<file path="config.mk">
export PLATFORM = sky130hd
export DESIGN_NAME = mem_lsu_ysyx23060136
export DESIGN_NICKNAME = d
export VERILOG_FILES = /design/src/rtl/mem_lsu_ysyx23060136_pkg.sv /design/src/rtl/mem_lsu_ysyx23060136_align.sv /design/src/rtl/mem_lsu_ysyx23060136.sv
export SDC_FILE = /design/constraint.sdc
export NUM_CORES = 1
export LEC_CHECK = 0
export CORE_ASPECT_RATIO = 0.9
export CORE_MARGIN = 5
export CORE_UTILIZATION = 44
export CTS_CLUSTER_DIAMETER = 30
export DETAILED_ROUTE_END_ITERATION = 10
export HOLD_SLACK_MARGIN = 0.08
export MAX_ROUTING_LAYER = met4
export PLACE_DENSITY_LB_ADDON = 0.05
export SYNTH_ARGS = -nofsm -noshare
export SYNTH_HDL_FRONTEND = slang
export SYNTH_HIERARCHICAL = 1
export SYNTH_SLANG_ARGS = --single-unit
</file>
<file path="constraint.sdc">
create_clock -name clk -period 9.6 [get_ports clk]
set_clock_uncertainty 0.1 [all_clocks]
set_input_delay 1.92 -clock clk [delete_from_list [all_inputs] [get_ports clk]]
set_output_delay 1.92 -clock clk [all_outputs]
set_load 0.01 [all_outputs]
</file>
<file path="src/rtl/mem_lsu_ysyx23060136_pkg.sv">
// mem_lsu_ysyx23060136_pkg: FSM states, AXI response codes and access-size encoding shared by the LSU
package mem_lsu_ysyx23060136_pkg;

  typedef enum logic [2:0] {
    S_IDLE,
    S_RD_ADDR,
    S_RD_DATA,
    S_WR_REQ,
    S_WR_RESP,
    S_DONE
  } lsu_state_t;

  localparam logic [1:0] AXI_RESP_OKAY = 2'b00;

  typedef enum logic [2:0] {
    SZ_BYTE,
    SZ_HALF,
    SZ_WORD,
    SZ_BYTE_U,
    SZ_HALF_U
  } lsu_size_t;

  // One-hot size flags collapse to a code; no flag set falls back to a word access
  function automatic lsu_size_t size_enc(input logic b, input logic h, input logic w,
                                         input logic bu, input logic hu);
    return b ? SZ_BYTE : h ? SZ_HALF : w ? SZ_WORD : bu ? SZ_BYTE_U : hu ? SZ_HALF_U : SZ_WORD;
  endfunction

  function automatic logic misaligned(input lsu_size_t sz, input logic [1:0] off);
    return (sz == SZ_HALF || sz == SZ_HALF_U) ? off[0] : (sz == SZ_WORD) ? |off : 1'b0;
  endfunction

endpackage

</file>
<file path="src/rtl/mem_lsu_ysyx23060136_align.sv">
// mem_lsu_align_ysyx23060136: store lane replication/strobes and load lane extraction/extension
module mem_lsu_align_ysyx23060136
  import mem_lsu_ysyx23060136_pkg::*;
(
  input  lsu_size_t   st_size_i,
  input  logic [1:0]  st_off_i,
  input  logic [31:0] st_data_i,
  output logic [31:0] wdata_o,
  output logic [3:0]  wstrb_o,
  input  lsu_size_t   ld_size_i,
  input  logic [1:0]  ld_off_i,
  input  logic [31:0] ld_data_i,
  output logic [31:0] ld_data_o
);

  logic        st_b, st_h;
  logic [31:0] lane;

  always_comb begin
    st_b      = st_size_i == SZ_BYTE || st_size_i == SZ_BYTE_U;
    st_h      = st_size_i == SZ_HALF || st_size_i == SZ_HALF_U;
    wdata_o   = st_b ? {4{st_data_i[7:0]}} : st_h ? {2{st_data_i[15:0]}} : st_data_i;
    wstrb_o   = st_b ? 4'b0001 << st_off_i : st_h ? 4'b0011 << st_off_i : 4'b1111;
    lane      = ld_data_i >> {ld_off_i, 3'b000};
    ld_data_o = (ld_size_i == SZ_BYTE)   ? {{24{lane[7]}}, lane[7:0]} :
                (ld_size_i == SZ_BYTE_U) ? {24'b0, lane[7:0]} :
                (ld_size_i == SZ_HALF)   ? {{16{lane[15]}}, lane[15:0]} :
                (ld_size_i == SZ_HALF_U) ? {16'b0, lane[15:0]} : lane;
  end

endmodule

</file>
<file path="src/rtl/mem_lsu_ysyx23060136.sv">
// mem_lsu_ysyx23060136: MEM-stage load/store unit turning each instruction into at most one
// AXI4-Lite transaction and returning one aligned/extended result per instruction to WB.
module mem_lsu_ysyx23060136
  import mem_lsu_ysyx23060136_pkg::*;
#(
  parameter bit MISALIGN_ERR = 1'b1
) (
  input  logic        clk,
  input  logic        rst,
  input  logic        LSU_i_valid,
  output logic        LSU_o_ready,
  input  logic [31:0] LSU_i_addr,
  input  logic [31:0] LSU_i_wdata,
  input  logic        LSU_i_write_mem,
  input  logic        LSU_i_mem_to_reg,
  input  logic        LSU_i_mem_byte,
  input  logic        LSU_i_mem_half,
  input  logic        LSU_i_mem_word,
  input  logic        LSU_i_mem_byte_u,
  input  logic        LSU_i_mem_half_u,
  output logic        LSU_o_valid,
  input  logic        LSU_i_wb_ready,
  output logic [31:0] LSU_o_rdata,
  output logic        LSU_o_err,
  output logic [31:0] araddr,
  output logic        arvalid,
  input  logic        arready,
  input  logic [31:0] rdata,
  input  logic [1:0]  rresp,
  input  logic        rvalid,
  output logic        rready,
  output logic [31:0] awaddr,
  output logic        awvalid,
  input  logic        awready,
  output logic [31:0] wdata,
  output logic [3:0]  wstrb,
  output logic        wvalid,
  input  logic        wready,
  input  logic [1:0]  bresp,
  input  logic        bvalid,
  output logic        bready
);

  lsu_state_t  state_q, acc_state;
  lsu_size_t   size_q, in_size;
  logic [1:0]  off_q;
  logic [31:0] araddr_q, awaddr_q, wdata_q, rdata_q;
  logic [3:0]  wstrb_q;
  logic        arvalid_q, rready_q, awvalid_q, wvalid_q, bready_q;
  logic        aw_done_q, w_done_q, valid_q, err_q;
  logic        accept, in_st, in_ld, in_mis;
  logic [31:0] st_wdata, ld_data;
  logic [3:0]  st_wstrb;

  assign LSU_o_ready = (state_q == S_IDLE) | ((state_q == S_DONE) & LSU_i_wb_ready);
  assign accept      = LSU_i_valid & LSU_o_ready;

  // A store flag wins over a load flag when both are set
  always_comb begin
    in_size   = size_enc(LSU_i_mem_byte, LSU_i_mem_half, LSU_i_mem_word,
                         LSU_i_mem_byte_u, LSU_i_mem_half_u);
    in_st     = LSU_i_write_mem;
    in_ld     = LSU_i_mem_to_reg & ~LSU_i_write_mem;
    in_mis    = MISALIGN_ERR && (in_st || in_ld) && misaligned(in_size, LSU_i_addr[1:0]);
    acc_state = in_mis ? S_DONE : in_st ? S_WR_REQ : in_ld ? S_RD_ADDR : S_DONE;
  end

  mem_lsu_align_ysyx23060136 u_align (
    .st_size_i (in_size),
    .st_off_i  (LSU_i_addr[1:0]),
    .st_data_i (LSU_i_wdata),
    .wdata_o   (st_wdata),
    .wstrb_o   (st_wstrb),
    .ld_size_i (size_q),
    .ld_off_i  (off_q),
    .ld_data_i (rdata),
    .ld_data_o (ld_data)
  );

  always_ff @(posedge clk or posedge rst) begin
    if (rst) begin
      state_q   <= S_IDLE;
      size_q    <= SZ_WORD;
      off_q     <= '0;
      araddr_q  <= '0;
      awaddr_q  <= '0;
      wdata_q   <= '0;
      wstrb_q   <= '0;
      arvalid_q <= 1'b0;
      rready_q  <= 1'b0;
      awvalid_q <= 1'b0;
      wvalid_q  <= 1'b0;
      bready_q  <= 1'b0;
      aw_done_q <= 1'b0;
      w_done_q  <= 1'b0;
      valid_q   <= 1'b0;
      rdata_q   <= '0;
      err_q     <= 1'b0;
    end else if (accept) begin
      state_q   <= acc_state;
      size_q    <= in_size;
      off_q     <= LSU_i_addr[1:0];
      araddr_q  <= {LSU_i_addr[31:2], 2'b00};
      awaddr_q  <= {LSU_i_addr[31:2], 2'b00};
      wdata_q   <= st_wdata;
      wstrb_q   <= st_wstrb;
      arvalid_q <= acc_state == S_RD_ADDR;
      awvalid_q <= acc_state == S_WR_REQ;
      wvalid_q  <= acc_state == S_WR_REQ;
      aw_done_q <= 1'b0;
      w_done_q  <= 1'b0;
      valid_q   <= acc_state == S_DONE;
      rdata_q   <= '0;
      err_q     <= in_mis;
    end else begin
      case (state_q)
        S_RD_ADDR: if (arready) begin
          arvalid_q <= 1'b0;
          rready_q  <= 1'b1;
          state_q   <= S_RD_DATA;
        end
        S_RD_DATA: if (rvalid) begin
          rready_q <= 1'b0;
          rdata_q  <= ld_data;
          err_q    <= rresp != AXI_RESP_OKAY;
          valid_q  <= 1'b1;
          state_q  <= S_DONE;
        end
        S_WR_REQ: begin
          if (awready) begin
            awvalid_q <= 1'b0;
            aw_done_q <= 1'b1;
          end
          if (wready) begin
            wvalid_q <= 1'b0;
            w_done_q <= 1'b1;
          end
          if ((aw_done_q | awready) & (w_done_q | wready)) begin
            bready_q <= 1'b1;
            state_q  <= S_WR_RESP;
          end
        end
        S_WR_RESP: if (bvalid) begin
          bready_q <= 1'b0;
          err_q    <= bresp != AXI_RESP_OKAY;
          valid_q  <= 1'b1;
          state_q  <= S_DONE;
        end
        S_DONE: if (LSU_i_wb_ready) begin
          valid_q <= 1'b0;
          state_q <= S_IDLE;
        end
        default: ;
      endcase
    end
  end

  assign araddr      = araddr_q;
  assign arvalid     = arvalid_q;
  assign rready      = rready_q;
  assign awaddr      = awaddr_q;
  assign awvalid     = awvalid_q;
  assign wdata       = wdata_q;
  assign wstrb       = wstrb_q;
  assign wvalid      = wvalid_q;
  assign bready      = bready_q;
  assign LSU_o_valid = valid_q;
  assign LSU_o_rdata = rdata_q;
  assign LSU_o_err   = err_q;

endmodule

</file>
Yosys cells after proc, flatten, opt, wreduce, memory -nomap -nowiden
Cells that the tools add are included.
Storage, ports and cells
  flip-flop bits (word level): 115
Operators by class
  equal/unequal tests: 24
  shifts and indexed selects: 3
  multiplexer cells: 58
  bitwise gates (word level): 9
  reduce and logical (&&, ||, !) cells: 31
Operators by type and width (number)
  $mux 32: 9
  $mux 3: 14
  $shr 32x5->32: 1
  $mux 1: 28
  $reduce_bool 2->1: 11
  $eq 3x2->1 const B: 6
  $eq 3x3->1 const B: 5
  $ne 3x3->1 const B: 5
  $pmux 3 s5: 1
  $eq 3x1->1 const B: 4
  $reduce_and 4->1: 3
  $logic_not 3->1: 3
  $mux 4: 2
  $ne 2x2->1 const B: 4
  $reduce_and 2->1: 4
  $pmux 1 s2: 3
  $reduce_and 6->1: 1
  $reduce_bool 6->1: 1
  $and 1x1->1: 4
  $reduce_bool 4->1: 1
  $shl 1x2->4 const A: 1
  $shl 2x2->4 const A: 1
  $logic_or 1x1->1: 3
  $or 1x1->1: 3
  6 further kinds: 7

Depth between registers and ports, before layout
  depth after elaboration: 12
  mapped depth: 10

Modules after synthesis
Netlist, hierarchy kept.
Modules (own cells, without submodules)
  mem_lsu_ysyx23060136: times used 1, cells each 569, area each 5071.1 µm², sequential area each 2879.0 µm²
  mem_lsu_align_ysyx23060136: times used 1, cells each 232, area each 1594.0 µm², sequential area each 0.0 µm²

Worst setup path before layout
Ideal clock, no wire load.
  kind: input port to output port
  start point: input LSU_i_wb_ready
  end point: output LSU_o_ready
  arrival time: 2.305 ns
  required time: 7.580 ns
  path slack: 5.275 ns
  stages on the path: 3
  path through: and3_1 > nor2_1 > nor2_1
Between the ends
  longest elaborated chain between the ends: 2
RTL lines
  from (decl): RTL line mem_lsu_ysyx23060136.sv:22  | input logic LSU_i_wb_ready,
  $and 1x1->1: RTL line mem_lsu_ysyx23060136.sv:55  | assign LSU_o_ready = (state_q == S_IDLE) | ((state_q == S_DONE) & LSU_i_wb_ready);
  $or 1x1->1: RTL line mem_lsu_ysyx23060136.sv:55
  to (decl): RTL line mem_lsu_ysyx23060136.sv:11  | output logic LSU_o_ready,
No other way between the ends.

Worst setup path after layout
Ends and elaborated chain as after synthesis.

==> results.json <==
{
  "ys_seq_area_share_pct": 43.2,
  "relSlewSlack_pct": 32.1,
  "io_pins": 256,
  "row_count": 42,
  "cp-endpoint": "LSU_o_ready",
  "cts_resized": 0,
  "synthCells": 801,
  "slowest_delay_ns": 0.55,
  "antenna_found_initial": 1,
  "peakVddDrop_uv": 218,
  "synthFlopType": "dfrtp_1",
  "grt_pass1_wl_mm": 31.1,
  "hold_class": "register to register",
  "dr_total_vias": 6051,
  "regToRegSetupSlack_ns": 6.35,
  "cts-root-buf": "clkbuf_16",
  "drcViolationCount": 0,
  "crit_type": "input port to primary output",
  "end_kind": "primary output",
  "vias_per_cell": 5.04,
  "pwr-share-seq_pct": 29.7,
  "status": "finished, final reports clean",
  "netlist_area_mm2": 0.00667,
  "ys_seq_elements": 115,
  "ys_types": 56,
  "cts_max_level": 4,
  "numCtsBuffers": 17,
  "grt_use_total_pct": 22.4,
  "fillCellCount": 1266,
  "p_int_w": 0.00181,
  "timing.setup.tns_ns": 0,
  "cts_tree": "yes",
  "postCtsSetupBuffers": 0,
  "dieArea_mm2": 0.0177,
  "die_h_um": 127,
  "grt_overflow": 0,
  "slew_viol_final": 0,
  "required_ns": 7.58,
  "synthTopCellsByArea": "dfrtp_1 (43%), nand2_1 (17%), buf_4 (5.0%), a21oi_1 (4.7%), mux2_2 (4.4%)",
  "routedWlPerCell_um": 16.2,
  "ys_warn_count": 6,
  "r2r_end": "state_q[1]",
  "drt-total-wl_mm": 19.5,
  "post_dp_cell_area_mm2": 0.00894,
  "crit_fanout": 3,
  "clk_pin_slew_ns": 0.05,
  "period_minus_slack_ns": 5.41,
  "fmax_mhz": 185,
  "cts.sinks": 115,
  "synthTopCellsByCount": "nand2_1 (295), dfrtp_1 (114), a21oi_1 (62), buf_4 (44), o21ai_0 (36)",
  "drv_cap": 0,
  "ant_nets": 0,
  "grt_max_degree": 90,
  "ctsHoldBuffers": 0,
  "reg2reg_from": "state_q[0]",
  "p_leak_nw": 4.20,
  "gp_congestion": 0.828,
  "arrival_ns": 3.39,
  "powerDensity_mw_per_mm2": 303,
  "pwr-share-comb_pct": 48.4,
  "area_growth_pct": 43.0,
  "worst_setup_path_start_kind": "input port",
  "clkPwrFrac_pct": 21.9,
  "grt_pass1_vias": 5722,
  "finalNetCount": 1108,
  "crit_start": "LSU_i_wb_ready",
  "synth.most_common_cell": "nand2_1",
  "synth_top_area_share_pct": 42.8,
  "tightest_slew_ns": 1.02,
  "whs_ns": 0.370,
  "worst_path_max_delay_cell": "clkdlybuf4s50_1",
  "initial_core_util_pct": 45.1,
  "port_buffers": 251,
  "clockBufferDepth": 2,
  "drive_gt1_share_pct": 9.99,
  "power.share.switching_pct": 37.2,
  "finalCritPeriodShare_pct": 56.4,
  "rsz0062_at_grt": "false",
  "ys_async_sr_fraction_pct": 100,
  "fin_area_mm2": 0.00953,
  "reg2reg_depth": 6,
  "hold_violations": 0,
  "fp.coreArea_mm2": 0.0148,
  "insertion_delay_ns": 0.40,
  "die_x_um": 140,
  "dp.final_hpwl_mm": 13.8,
  "yosys.area.top_type": "dfrtp_1",
  "avgSynthCellArea_um2": 8.32,
  "switchingPower_w": 0.00107,
  "crit_chain": "clkdlybuf4s50_1, and3_1, nor2_1, nor2_1, clkdlybuf4s50_1",
  "utilization_pct": 64.5,
  "drtIter0Drc": 369,
  "synth_edf_count": 0,
  "drtPass1Iterations": 5,
  "final-setup-viol-count": 0
}
[flip-flops by register name, indices dropped and copies added (netlist names)]
signal       flops
off_q            2
LSU_o_rdata     32
awaddr          30
w_done_q         1
arvalid          1
aw_done_q        1
state_q          3
bready           1
rready           1
wstrb            4
awvalid          1
LSU_o_valid      1
LSU_o_err        1
wvalid           1
size_q           3
wdata           32
[final cells by class]
class                   instances  area, um2  share of cell area [%]
multi-input cells             588       3210                    33.7
clock inverters                11        135                    1.42
repair buffers                259       2570                    27.0
inverters                       7       28.8                   0.302
flip-flops and latches        115       2880                    30.2
clock buffers                  21        450                    4.73
well taps                     198        248                    2.60
diodes                          1       2.50                  0.0263
[metrics by stage]
step | power, W | worst slack, ns | cells
3_5_place_dp | 0.00227 | 4.21 | 1167
4_1_cts | 0.00292 | 4.19 | 1199
5_1_grt | 0.00309 | 4.14 | 1200
3_3_place_gp | 0.00226 | 4.21 | 1167
6_report | 0.00289 | 4.19 | 1200
2_1_floorplan | 0.00168 | 4.54 | 804
[worst max-delay path: cells and delay by family]
family / cells / cell delay, ns
buf+inv: 2 / 1.04
simple gates: 3 / 0.43
[layer usage]
metal,up-vias,track usage (%),routed length [um]
met3,12,5.98,1260
met5,-,-,0
met2,212,33.6,9040
li1,3008,-,-
met1,2819,30.7,8970
met4,0,5.19,218
[power groups by stage]
stage	clock (W)	sequential (W)	combinational [W]
floorplan	0	0.000890	0.000792
global placement	0	0.000863	0.00139
detailed placement	0	0.000865	0.00140
CTS	0.000642	0.000860	0.00141
global route	0.000668	0.000892	0.00153
finish	0.000633	0.000857	0.00140
[cell families (layout without fill, tap and decap cells)]
| kind of cell | Yosys count | in the layout | synth area share, % |
|---|---|---|---|
| adders and majority gates | 4 | 4 | 0.751 |
| other | 1 | 5 | 0.0563 |
| DFF | 115 | 115 | 43.2 |
| muxes | 52 | 52 | 8.49 |
| and+or+nand+nor | 373 | 373 | 23.1 |
| xor gates and xnor gates | 1 | 1 | 0.131 |
| buffers and inverters | 101 | 298 | 9.48 |
| AOI/OAI and AO/OA | 154 | 154 | 14.8 |
[worst min-delay path by stage]
stage,cells past startpoint,startpoint,slack [ns],end
3_3_place_gp,2,wdata[7],0.36,wdata[7]
2_1_floorplan,2,off_q[1],0.34,off_q[1]
6_report,2,wdata[12],0.37,wdata[12]
4_1_cts,2,wdata[7],0.38,wdata[7]
5_1_grt,2,wdata[5],0.39,wdata[5]
3_5_place_dp,2,wdata[27],0.36,wdata[27]
[layout by cell type (no fill, tap or decap), types with 2 or more instances in the layout]
master             n
a31oi_1            3
o21ai_1           11
a21oi_1           61
bufinv_16          3
o221a_2            8
nand2b_1           5
ha_1               4
conb_1             4
buf_4              8
dfrtp_1          114
a21oi_2           11
a211oi_1           2
nor2b_1           16
o22ai_1            2
mux2i_1           25
clkinvlp_4         2
mux2_2            26
o32a_1             2
clkbuf_1           3
nand3_1            6
nor2_1            19
nor3_1            20
clkdlybuf4s50_1  251
clkbuf_16         17
inv_1              6
clkinv_2           6
nand2_1          295
nor3b_2            2
o21ai_0           36
No activity file was read; power rests on OpenSTA's default activity.
